File: config.mk
export PLATFORM = sky130hd
export DESIGN_NAME = n_bit_muxnx1_arb
export DESIGN_NICKNAME = d
export VERILOG_FILES = /design/src/rtl/n_bit_muxnx1_arb.sv
export SDC_FILE = /design/constraint.sdc
export NUM_CORES = 1
export LEC_CHECK = 0
export BUFFER_PORTS_ARGS = -buffer_cell sky130_fd_sc_hd__buf_2
export CAP_MARGIN = 20
export CORE_MARGIN = 10
export CORE_UTILIZATION = 37
export CTS_BUF_LIST = sky130_fd_sc_hd__clkbuf_8
export CTS_CLUSTER_SIZE = 16
export DETAILED_ROUTE_END_ITERATION = 7
export PLACE_DENSITY = 0.78
export SLEW_MARGIN = 20
export SYNTH_ARGS = -nofsm -noshare
export SYNTH_HDL_FRONTEND = slang
export SYNTH_SLANG_ARGS = --single-unit
File: constraint.sdc
create_clock -name clk -period 1.3 [get_ports clk]
set_clock_uncertainty 0.1 [all_clocks]
set_input_delay 0.26 -clock clk [delete_from_list [all_inputs] [get_ports clk]]
set_output_delay 0.26 -clock clk [all_outputs]
set_load 0.02 [all_outputs]
File: src/rtl/n_bit_muxnx1_arb.sv
`default_nettype none
// ============================================================================
// Module      : n_bit_muxnx1_arb
// Description : CH-channel, N-bit registered multiplexer with valid/ready
//               handshakes and a built-in arbiter. One valid channel wins per
//               cycle and its word is presented from a single-entry output
//               register together with the winning channel index.
//               Optional feature macro: N_MUX_RR_EN
//                 defined   -> round-robin arbitration (rotating pointer)
//                 undefined -> fixed priority, channel 0 highest
// Revision    : 1.0 - initial release
// ============================================================================
module n_bit_muxnx1_arb #(
    parameter int N  = 8,
    parameter int CH = 4
) (
    input  logic                       clk,
    input  logic                       rst,        // synchronous, active-low
    input  logic [CH*N-1:0]            in_data,
    input  logic [CH-1:0]              in_valid,
    output logic [CH-1:0]              in_ready,
    output logic [N-1:0]               out_data,
    output logic                       out_valid,
    input  logic                       out_ready,
    output logic [$clog2(CH)-1:0]      out_grant
);

    localparam int SELW = $clog2(CH);
    localparam int SW1  = SELW + 1;

    // Output register
    logic [N-1:0]     r_data;
    logic [SELW-1:0]  r_grant;
    logic             r_valid;

    // Arbitration and handshake wires
    logic [SELW-1:0]  w_win;
    logic             w_any;
    logic             w_can_load;
    logic             w_load;
    logic [N-1:0]     w_data;
    logic [CH-1:0]    w_in_ready;

    assign w_any      = |in_valid;
    // Register is free when empty or when its word leaves this cycle, which
    // lets a drain and a load share one cycle with no bubble.
    assign w_can_load = ~r_valid | out_ready;
    // rst gates the handshake so no transfer can complete on a reset edge.
    assign w_load     = w_can_load & w_any & rst;

`ifdef N_MUX_RR_EN
    logic [SELW-1:0]  r_ptr;
    logic [SELW-1:0]  w_ptr_next;

    // Round-robin winner: first valid channel searching ptr, ptr+1, ... with wrap
    always_comb begin
        logic             found;
        logic [SELW:0]    idx;
        w_win = '0;
        found = 1'b0;
        idx   = '0;
        for (int i = 0; i < CH; i++) begin
            idx = {1'b0, r_ptr} + SW1'(i);
            if (idx >= SW1'(CH)) begin
                idx = idx - SW1'(CH);
            end
            if (!found && in_valid[idx[SELW-1:0]]) begin
                found = 1'b1;
                w_win = idx[SELW-1:0];
            end
        end
    end

    // Pointer advances past the winner; explicit wrap keeps it below CH
    always_comb begin
        w_ptr_next = '0;
        if (w_win != SELW'(CH - 1)) begin
            w_ptr_next = w_win + SELW'(1);
        end
    end

    // Priority pointer register, moves only on an accepted input word
    always_ff @(posedge clk) begin
        if (!rst) begin
            r_ptr <= '0;
        end else if (w_load) begin
            r_ptr <= w_ptr_next;
        end
    end
`else
    // Fixed-priority winner: scan from the top so the lowest valid index wins
    always_comb begin
        w_win = '0;
        for (int i = CH - 1; i >= 0; i--) begin
            if (in_valid[i]) begin
                w_win = SELW'(i);
            end
        end
    end
`endif

    // Select the winning channel's word; only feeds the output register
    always_comb begin
        w_data = '0;
        for (int c = 0; c < CH; c++) begin
            if (w_win == SELW'(c)) begin
                w_data = in_data[c*N +: N];
            end
        end
    end

    // One-hot accept for the winner only; zero while stalled, idle or in reset
    always_comb begin
        w_in_ready = '0;
        for (int c = 0; c < CH; c++) begin
            w_in_ready[c] = w_load && (w_win == SELW'(c));
        end
    end

    // Output register: load on input transfer, else clear valid on drain
    always_ff @(posedge clk) begin
        if (!rst) begin
            r_data  <= '0;
            r_grant <= '0;
            r_valid <= 1'b0;
        end else if (w_load) begin
            r_data  <= w_data;
            r_grant <= w_win;
            r_valid <= 1'b1;
        end else if (r_valid && out_ready) begin
            r_valid <= 1'b0;
        end
    end

    assign in_ready  = w_in_ready;
    assign out_data  = r_data;
    assign out_grant = r_grant;
    assign out_valid = r_valid;

endmodule
`default_nettype wire

==> metrics.csv, run 1 <==
metric,value,unit
drive_gt1_share,54.65,%
status,finished with violations,
hold_violations,0,
synth.top_cell.area_share,30.29,%
pwr-share-comb,33.0,%
worstRegToRegCells,5,
viasPerCell,5.132,
core_region_area,1802,µm²
worstMarginPinSlew,0.2985,ns
syn_inst,99,
leakagePower,0.6100,nW
numCtsBuffers,3,
power,0.001062,W
final_common_cell,buf_2,
endpoint,in_ready[2],
slowest_delay,0.38,ns
synth_area_leaders,"dfxtp_1 30%, nand2_1 9.8%, o221ai_1 9.6%, a21oi_1 7.6%, a31oi_1 6.9%",
cts_buffer_depth,2,
rsz0062_at_grt,true,
place.gp.congestion,0.8008,
layout_setup_ws,-0.3308,ns
grt_pass1_vias,1103,
n_fill_cell,139,
grt_start_max_net_pins,12,
relSlewSlack,80.10,%
rows,15,
maxCapViolCount,0,
grt_pass1_wl,4988,µm
root_buffer,clkbuf_8,
violations,negative setup slack,
synth_area,726.9,µm²
holdCritPathClass,in -> reg,
port_buffers,53,
die_x,64.33,µm
slowest_stage,or3_4,
r2r_end,out_grant[0],
path_class,reg -> out,
antenna_found_initial,0,
overflow,0,
critPathMaxFanout,2,
cts_max_level,1,
rr_startpoint,out_valid,
post-route-drc-count,0,
fin_tns_setup,-3.550,ns
ys_warn_count,0,
postCtsHoldBufs,0,
post_drt_wl_per_cell,14.99,µm
required,0.94,ns
fp.dieH,64.33,µm
postSynthAreaPerCell,7.343,µm²
dp_hpwl,2423,µm
finalSetupViolCount,13,
synth_seq_cells,11,
clkPwrFrac,31.9,%
async_flop_share,0,%
wl,2954,µm
post-route-min-period,1.631,ns
holdWs,0.1860,ns
insertion_delay,0.24,ns
p_switching,0.0003196,W
synth_top_flop_cell,dfxtp_1,
synth_edf_count,0,
seqPwrFrac,35.1,%
fmax,613.2,MHz
antenna_cells,0,
die_area,4138,µm²
finalCritPeriodShare,125.4,%
ys_seq_area_share,30.29,%
rrSetupSlack,-0.31,ns
p_per_area,819.0,nW/µm²
p_int,0.0007420,W
cp-start-kind,flip-flop,
ys_types,24,
cp-end-kind,output port,
synth_nets,138,
cts_tree,done,
grt_usage,14.63,%
cts_sinks,11,
postRouteAntennaNets,0,
crit_start,out_valid,
first_iter_violations,33,
firstDrtPassIters,4,
num_io_pins,54,
hold_depth,3,
vias,1011,
start_util,40.35,%
yosysTopAreaCell,dfxtp_1,
area_growth,78.31,%
slew_viol_final,0,
mostFrequentLayoutCells,"49 x buf_2, 22 x buf_4, 18 x nand2_1",
clkTransAtPathRegs,0.05,ns
nets,212,
netSwitchingFraction,30.11,%
ir_drop,0.7775,mV
worstPathArrival,1.27,ns
crit_chain,nor2b_4 -> or3_4 -> nor2_4 -> buf_6,
## through the flow
step           instances  util [%]  area [µm²]  setup WS (ns)
2_1_floorplan         99         -       753.2        -0.1970
3_3_place_gp         190     64.51        1162        -0.2697
3_5_place_dp         190     64.51        1162        -0.3538
4_1_cts              197     71.81        1294        -0.3540
5_1_grt              197     71.94        1296        -0.3720
6_report             197     71.94        1296        -0.3308
## power by group through the flow
stage                     clock network [W]  registers [W]  logic, W
after floorplan                           0       0.000409  0.000131
after global placement                    0       0.000379  0.000310
after detailed placement                  0       0.000379  0.000318
after CTS                          0.000346       0.000372  0.000350
after global routing               0.000359       0.000375  0.000382
final                              0.000338       0.000373  0.000350
## per-layer routing
| metal | GRT usage (%) | share of wire (%) | wire length, µm | up-vias |
|---|---|---|---|---|
| li1 | - | - | - | 511 |
| met2 | 25.86 | 49 | 1456 | 51 |
| met4 | 4.278 | 1.8 | 53 | 0 |
| met3 | 6.272 | 9.3 | 276 | 6 |
| met1 | 15.33 | 40 | 1168 | 443 |
| met5 | 0 | 0 | 0 | - |
## area by class of cell
| type | instances | area [µm²] | area share, % |
|---|---|---|---|
| Sequential cell | 11 | 221.5 | 17.08 |
| Clock buffer | 3 | 41.29 | 3.185 |
| Tap cell | 25 | 31.28 | 2.413 |
| Timing Repair Buffer | 75 | 455.4 | 35.14 |
| Clock inverter | 1 | 3.754 | 0.2896 |
| Inverter | 2 | 7.507 | 0.5792 |
| Multi-Input combinational cell | 80 | 535.5 | 41.31 |
## kinds of logic (layout without fill, tap and decap cells)
group / count (synthesis) / after routing / synth area share (%)
and+or+nand+nor: 49 / 49 / 35.97
AOI/OAI and AO/OA: 31 / 31 / 29.43
DFF: 11 / 11 / 30.29
buffers and inverters: 8 / 81 / 4.302
## how the worst min path moves through the flow
stage,to,slack (ns),from
2_1_floorplan,out_data[0],0.33,in_data[24]
4_1_cts,out_data[7],0.18,in_data[31]
3_3_place_gp,out_data[1],0.35,out_data[1]
6_report,out_data[7],0.19,in_data[31]
3_5_place_dp,out_data[7],0.35,out_data[7]
5_1_grt,out_data[6],0.20,in_data[30]
## cells in the mapped netlist, drive strengths merged, types with 3 or more instances
cell,number
a21oi,11
a31oi,8
clkbuf,5
dfxtp,11
nand2,19
nand3,8
nor2,3
nor2b,9
o221ai,8
## registers in the layout (all words and copies together), names as in the netlist
name,count
out_grant,2
out_data,8
out_valid,1
## critical path: cells and delay by family (launching register included)
family,cells,cell delay (ns)
flip-flops,1,0.31
AND/OR/NAND/NOR,3,0.59
buffers and inverters,1,0.12
## repair_timing
item / 4_1_cts / 5_1_grt
gates cloned: 0 / 0
setup endpoints to repair: 13 / 13
pin swaps: 5 / 1
buffers inserted: 3 / 0
gates resized for setup: 15 / 1
No activity file was read; power rests on OpenSTA's default activity.
==> run 2: changes to the inputs <==
- GPL_TIMING_DRIVEN: unset -> 0
==> metrics.csv, run 2 (same netlist as run 1, synthesis figures left out) <==
metric,value,unit,change
p_per_area,844.9,nW/µm²,+3.2%
firstDrtPassIters,4,,unchanged
wl,3226,µm,+9.2%
nets,205,,-3.3%
post_drt_wl_per_cell,16.98,µm,+13%
rsz0062_at_grt,true,,
cts_sinks,11,,unchanged
post-route-util,71.04,%,-0.90 points
final_common_cell,buf_2,,
post-route-min-period,1.762,ns,+0.1307 ns
violations,negative setup slack,,
worstPathArrival,1.40,ns,+0.13 ns
dp_hpwl,2262,µm,-6.6%
start_util,40.35,%,unchanged
root_buffer,clkbuf_8,,
grt_usage,13.87,%,-0.76 points
holdWs,0.1917,ns,+0.005774 ns
grt_start_max_net_pins,11,,-1
fmax,567.7,MHz,-7.4%
rows,15,,unchanged
viasPerCell,5.416,,+5.5%
power,0.001081,W,+1.9%
worstMarginPinSlew,0.4365,ns,+0.1380 ns
clkTransAtPathRegs,0.05,ns,about the same
grtUsageMet2,22.54,%,-3.3 points
fp.dieH,64.33,µm,unchanged
ir_drop,0.6811,mV,-12%
cts_tree,done,,
finalCritPeriodShare,135.5,%,+10 points
area_growth,76.08,%,
overflow,0,,unchanged
grt_pass1_vias,998,,-9.5%
antenna_found_initial,0,,unchanged
cts_buffer_depth,2,,unchanged
grt-busiest-layer,met2,,
postCtsHoldBufs,0,,unchanged
holdCritPathClass,in -> reg,,
numCtsBuffers,3,,unchanged
num_io_pins,54,,unchanged
slew_viol_final,0,,unchanged
hold_violations,0,,unchanged
regArea,221.5,µm²,unchanged
postRouteAntennaNets,0,,unchanged
mostFrequentLayoutCells,"49 x buf_2, 15 x nand2_1, 11 x a21oi_1",,
vias,1029,,+1.8%
port_buffers,53,,unchanged
first_iter_violations,32,,-3.0%
cp-end-kind,output port,,
layout_setup_ws,-0.4615,ns,-0.1307 ns
insertion_delay,0.24,ns,about the same
die_area,4138,µm²,unchanged
largest_reg_flops,8,,unchanged
required,0.94,ns,about the same
multi_input_area,569.3,µm²,+6.3%
leakagePower,0.5767,nW,-5.5%
grt_pass1_wl,4588,µm,-8.0%
die_x,64.33,µm,unchanged
place.gp.congestion,0.8483,,+5.9%
post-route-drc-count,0,,unchanged
relSlewSlack,70.90,%,-9.2 points
fin_tns_setup,-3.857,ns,-0.3076 ns
antenna_cells,0,,unchanged
cp-start-kind,flip-flop,,
status,finished with violations,,
cts_max_level,1,,unchanged
n_fill_cell,153,,+10%
finalSetupViolCount,14,,+1
path_class,reg -> out,,
use_met1,14.19,%,-1.1 points
drive_gt1_share,54.55,%,-0.11 points
critPathMaxFanout,3,,+1
met3_usage,8.188,%,+1.9 points
core_region_area,1802,µm²,unchanged
maxCapViolCount,0,,unchanged
## run 2: changes by cell type in the layout (fill, tap and decap cells not counted), moves of 2 or more
cell,before,now
nand2_1,18,15
clkbuf_2,0,2
buf_6,4,6
buf_4,22,8
clkbuf_1,0,2
nand2_2,1,4
## run 2: report_power, final
group	switching, W	internal (W)
clock	0.000140	0.000208
combinational	0.000192	0.000167
sequential	0.0000123	0.000362
total	0.000344	0.000737
## run 2: path summary, 6_finish.rpt
| kind | start | endpoint | slack (ns) | depth (start not counted) |
|---|---|---|---|---|
| setup / recovery | out_valid | in_ready[2] | -0.46 | 5 |
| hold / removal | in_data[24] | out_data[0] | 0.19 | 3 |
| setup reg to reg | out_valid | out_data[7] | -0.28 | 7 |
| hold reg to reg | out_grant[0] | out_grant[0] | 0.35 | 2 |
## run 2: routing by layer
metal	vias up	wire (µm)	part of all wire, %
met4	0	69	2.1
met3	6	319	9.9
met1	485	1272	39
met5	-	0	0
li1	495	-	-
met2	43	1565	49
## run 2: repair_timing
item,4_1_cts,5_1_grt
gates cloned,0,1
pin swaps,3,5
setup buffers,3,6
hold endpoints to repair,0,0
gates resized for setup,10,21
endpoints found under the setup margin,13,13
## run 2: through the flow
stage                     instances  setup WS [ns]  instance area [µm²]
final                           190        -0.4615                 1280
after global placement          177        -0.5042                 1050
after detailed placement        177        -0.5207                 1050
after floorplan                  99        -0.1970                753.2
after global routing            190        -0.5049                 1280
after CTS                       183        -0.4745                 1156
## run 2: area by class of cell
class | instances | area share [%]
multi-input cells | 80 | 44.48
flip-flops and latches | 11 | 17.30
repair buffers | 63 | 29.13
clock inverters | 1 | 0.2933
clock buffers | 3 | 3.226
well taps | 25 | 2.444
inverters | 2 | 0.5865
plain buffers | 5 | 2.542
## run 2: worst max-delay path: stages (launching register included)
cell     delay (ns)
dfxtp_2        0.32
nor2b_4        0.13
or3_4          0.38
buf_8          0.14
nor2_4         0.07
buf_6          0.12
==> run 3: changes to the inputs <==
- REMOVE_ABC_BUFFERS: unset -> 1
- SKIP_CTS_REPAIR_TIMING: unset -> 1
==> metrics.csv, run 3 (same netlist as run 1, synthesis figures left out) <==
metric,value,unit,change
status,finished with violations,,
violations,negative setup slack,,
first_iter_violations,25,,-22%
worstMarginPinSlew,0.4170,ns,-0.01946 ns
largest_reg_flops,8,,unchanged
cp-start-kind,flip-flop,,
grt_pass1_vias,916,,-8.2%
slowest_stage,or3_4,,
relSlewSlack,72.11,%,+1.2 points
nets,201,,-2.0%
antenna_cells,0,,unchanged
post-route-drc-count,0,,unchanged
insertion_delay,0.24,ns,about the same
cp-end-kind,output port,,
grt_usage,12.58,%,-1.3 points
leakagePower,0.5627,nW,-2.4%
final_common_cell,buf_2,,
finalCritPeriodShare,134.6,%,-0.95 points
maxCapViolCount,0,,unchanged
worstPathArrival,1.39,ns,about the same
required,0.94,ns,about the same
fp.dieH,64.33,µm,unchanged
firstDrtPassIters,4,,unchanged
place.gp.congestion,0.8185,,-3.5%
root_buffer,clkbuf_8,,
port_buffers,53,,unchanged
place_inst,171,,-3.4%
dp_hpwl,2174,µm,-3.9%
postRouteAntennaNets,0,,unchanged
grt_pass1_wl,4236,µm,-7.7%
cts_max_level,1,,unchanged
die_area,4138,µm²,unchanged
core_region_area,1802,µm²,unchanged
hold_violations,0,,unchanged
finalSetupViolCount,13,,-1
grt_start_max_net_pins,17,,+6
holdWs,0.1994,ns,+0.007687 ns
drive_gt1_share,55.28,%,+0.73 points
design_area,1269,µm²,-0.88%
crit_chain,nor2b_4 -> or3_4 -> nor2_1 -> buf_4,,
overflow,0,,unchanged
slowest_delay,0.44,ns,+0.06 ns
numCtsBuffers,3,,unchanged
clkTransAtPathRegs,0.05,ns,about the same
cts_buffer_depth,2,,unchanged
p_switching,0.0003419,W,-0.67%
pwr-share-comb,33.2,%,about the same
clkPwrFrac,32.1,%,about the same
placed_cell_area,999.7,µm²,-4.8%
mostFrequentLayoutCells,"48 x buf_2, 16 x nand2_1, 11 x a21oi_1",,
critPathMaxFanout,7,,+4
ir_drop,0.5797,mV,-15%
netSwitchingFraction,31.73,%,-0.097 points
area_growth,74.53,%,
vias,987,,-4.1%
antenna_found_initial,0,,unchanged
p_int,0.0007355,W,-0.22%
holdCritPathClass,in -> reg,,
rsz0062_at_grt,true,,
viasPerCell,5.306,,-2.0%
fmax,571.7,MHz,+0.70%
layout_setup_ws,-0.4492,ns,+0.01232 ns
fin_tns_setup,-2.798,ns,+1.060 ns
die_x,64.33,µm,unchanged
path_class,reg -> out,,
rows,15,,unchanged
start_util,40.35,%,unchanged
path_buf_inv,1,,-1
post-route-min-period,1.749,ns,-0.01232 ns
cts_sinks,11,,unchanged
seqPwrFrac,34.6,%,about the same
post_drt_wl_per_cell,16.40,µm,-3.4%
p_per_area,849.3,nW/µm²,+0.52%
slew_viol_final,0,,unchanged
num_io_pins,54,,unchanged
cts_tree,done,,
cp_top_family,simple AND/OR/NAND/NOR gates,,
stdcell_count,186,,-2.1%
wl,3051,µm,-5.4%
[run 3: cell count changes in the layout (fill, tap and decap cells not counted), sizes merged]
cell,before,now
clkbuf,7,4
buf,64,63
[run 3: power groups by stage]
stage	Sequential, W	Clock (W)	Combinational (W)
2_1_floorplan	0.000408	0	0.000111
3_3_place_gp	0.000378	0	0.000259
3_5_place_dp	0.000379	0	0.000265
4_1_cts	0.000372	0.000348	0.000265
5_1_grt	0.000377	0.000374	0.000385
6_report	0.000373	0.000346	0.000358
[run 3: path summary, 6_finish.rpt]
kind / from / to / slack (ns) / cells past startpoint
worst min-delay path: in_data[25] / out_data[1] / 0.20 / 3
worst max register to register: out_valid / out_grant[0] / -0.36 / 5
worst max-delay path: out_valid / in_ready[2] / -0.45 / 4
worst min register to register: out_grant[0] / out_grant[0] / 0.36 / 2
[run 3: area by class of cell]
cell class,count,area [µm²]
Clock buffer,3,41.29
Clock inverter,1,3.754
Fill cell,148,533.0
Inverter,2,7.507
Multi-Input combinational cell,80,576.8
Sequential cell,11,221.5
Tap cell,25,31.28
Timing Repair Buffer,64,386.6
[run 3: per-stage QoR]
stage	power, W	setup WS [ns]	utilization (%)
after CTS	0.0009860	-0.6399	57.99
after floorplan	0.0005194	-0.4034	-
after global placement	0.0006376	-0.5384	55.49
after detailed placement	0.0006441	-0.5312	55.49
after global routing	0.001136	-0.4894	70.42
final	0.001077	-0.4492	70.42
[run 3: worst register-to-register path: stages (launching register included)]
cell     delay [ns]
dfxtp_2        0.31
nor2b_4        0.14
or3_4          0.44
buf_4          0.16
or3_1          0.33
a21oi_1        0.12
[run 3: routing by layer]
metal / GRT usage [%] / vias to the layer above / part of all wire [%]
li1: - / 491 / -
met1: 15.17 / 451 / 41
met2: 18.84 / 40 / 49
met3: 6.969 / 5 / 9.4
met4: 3.209 / 0 / 0.82
met5: 0 / - / 0
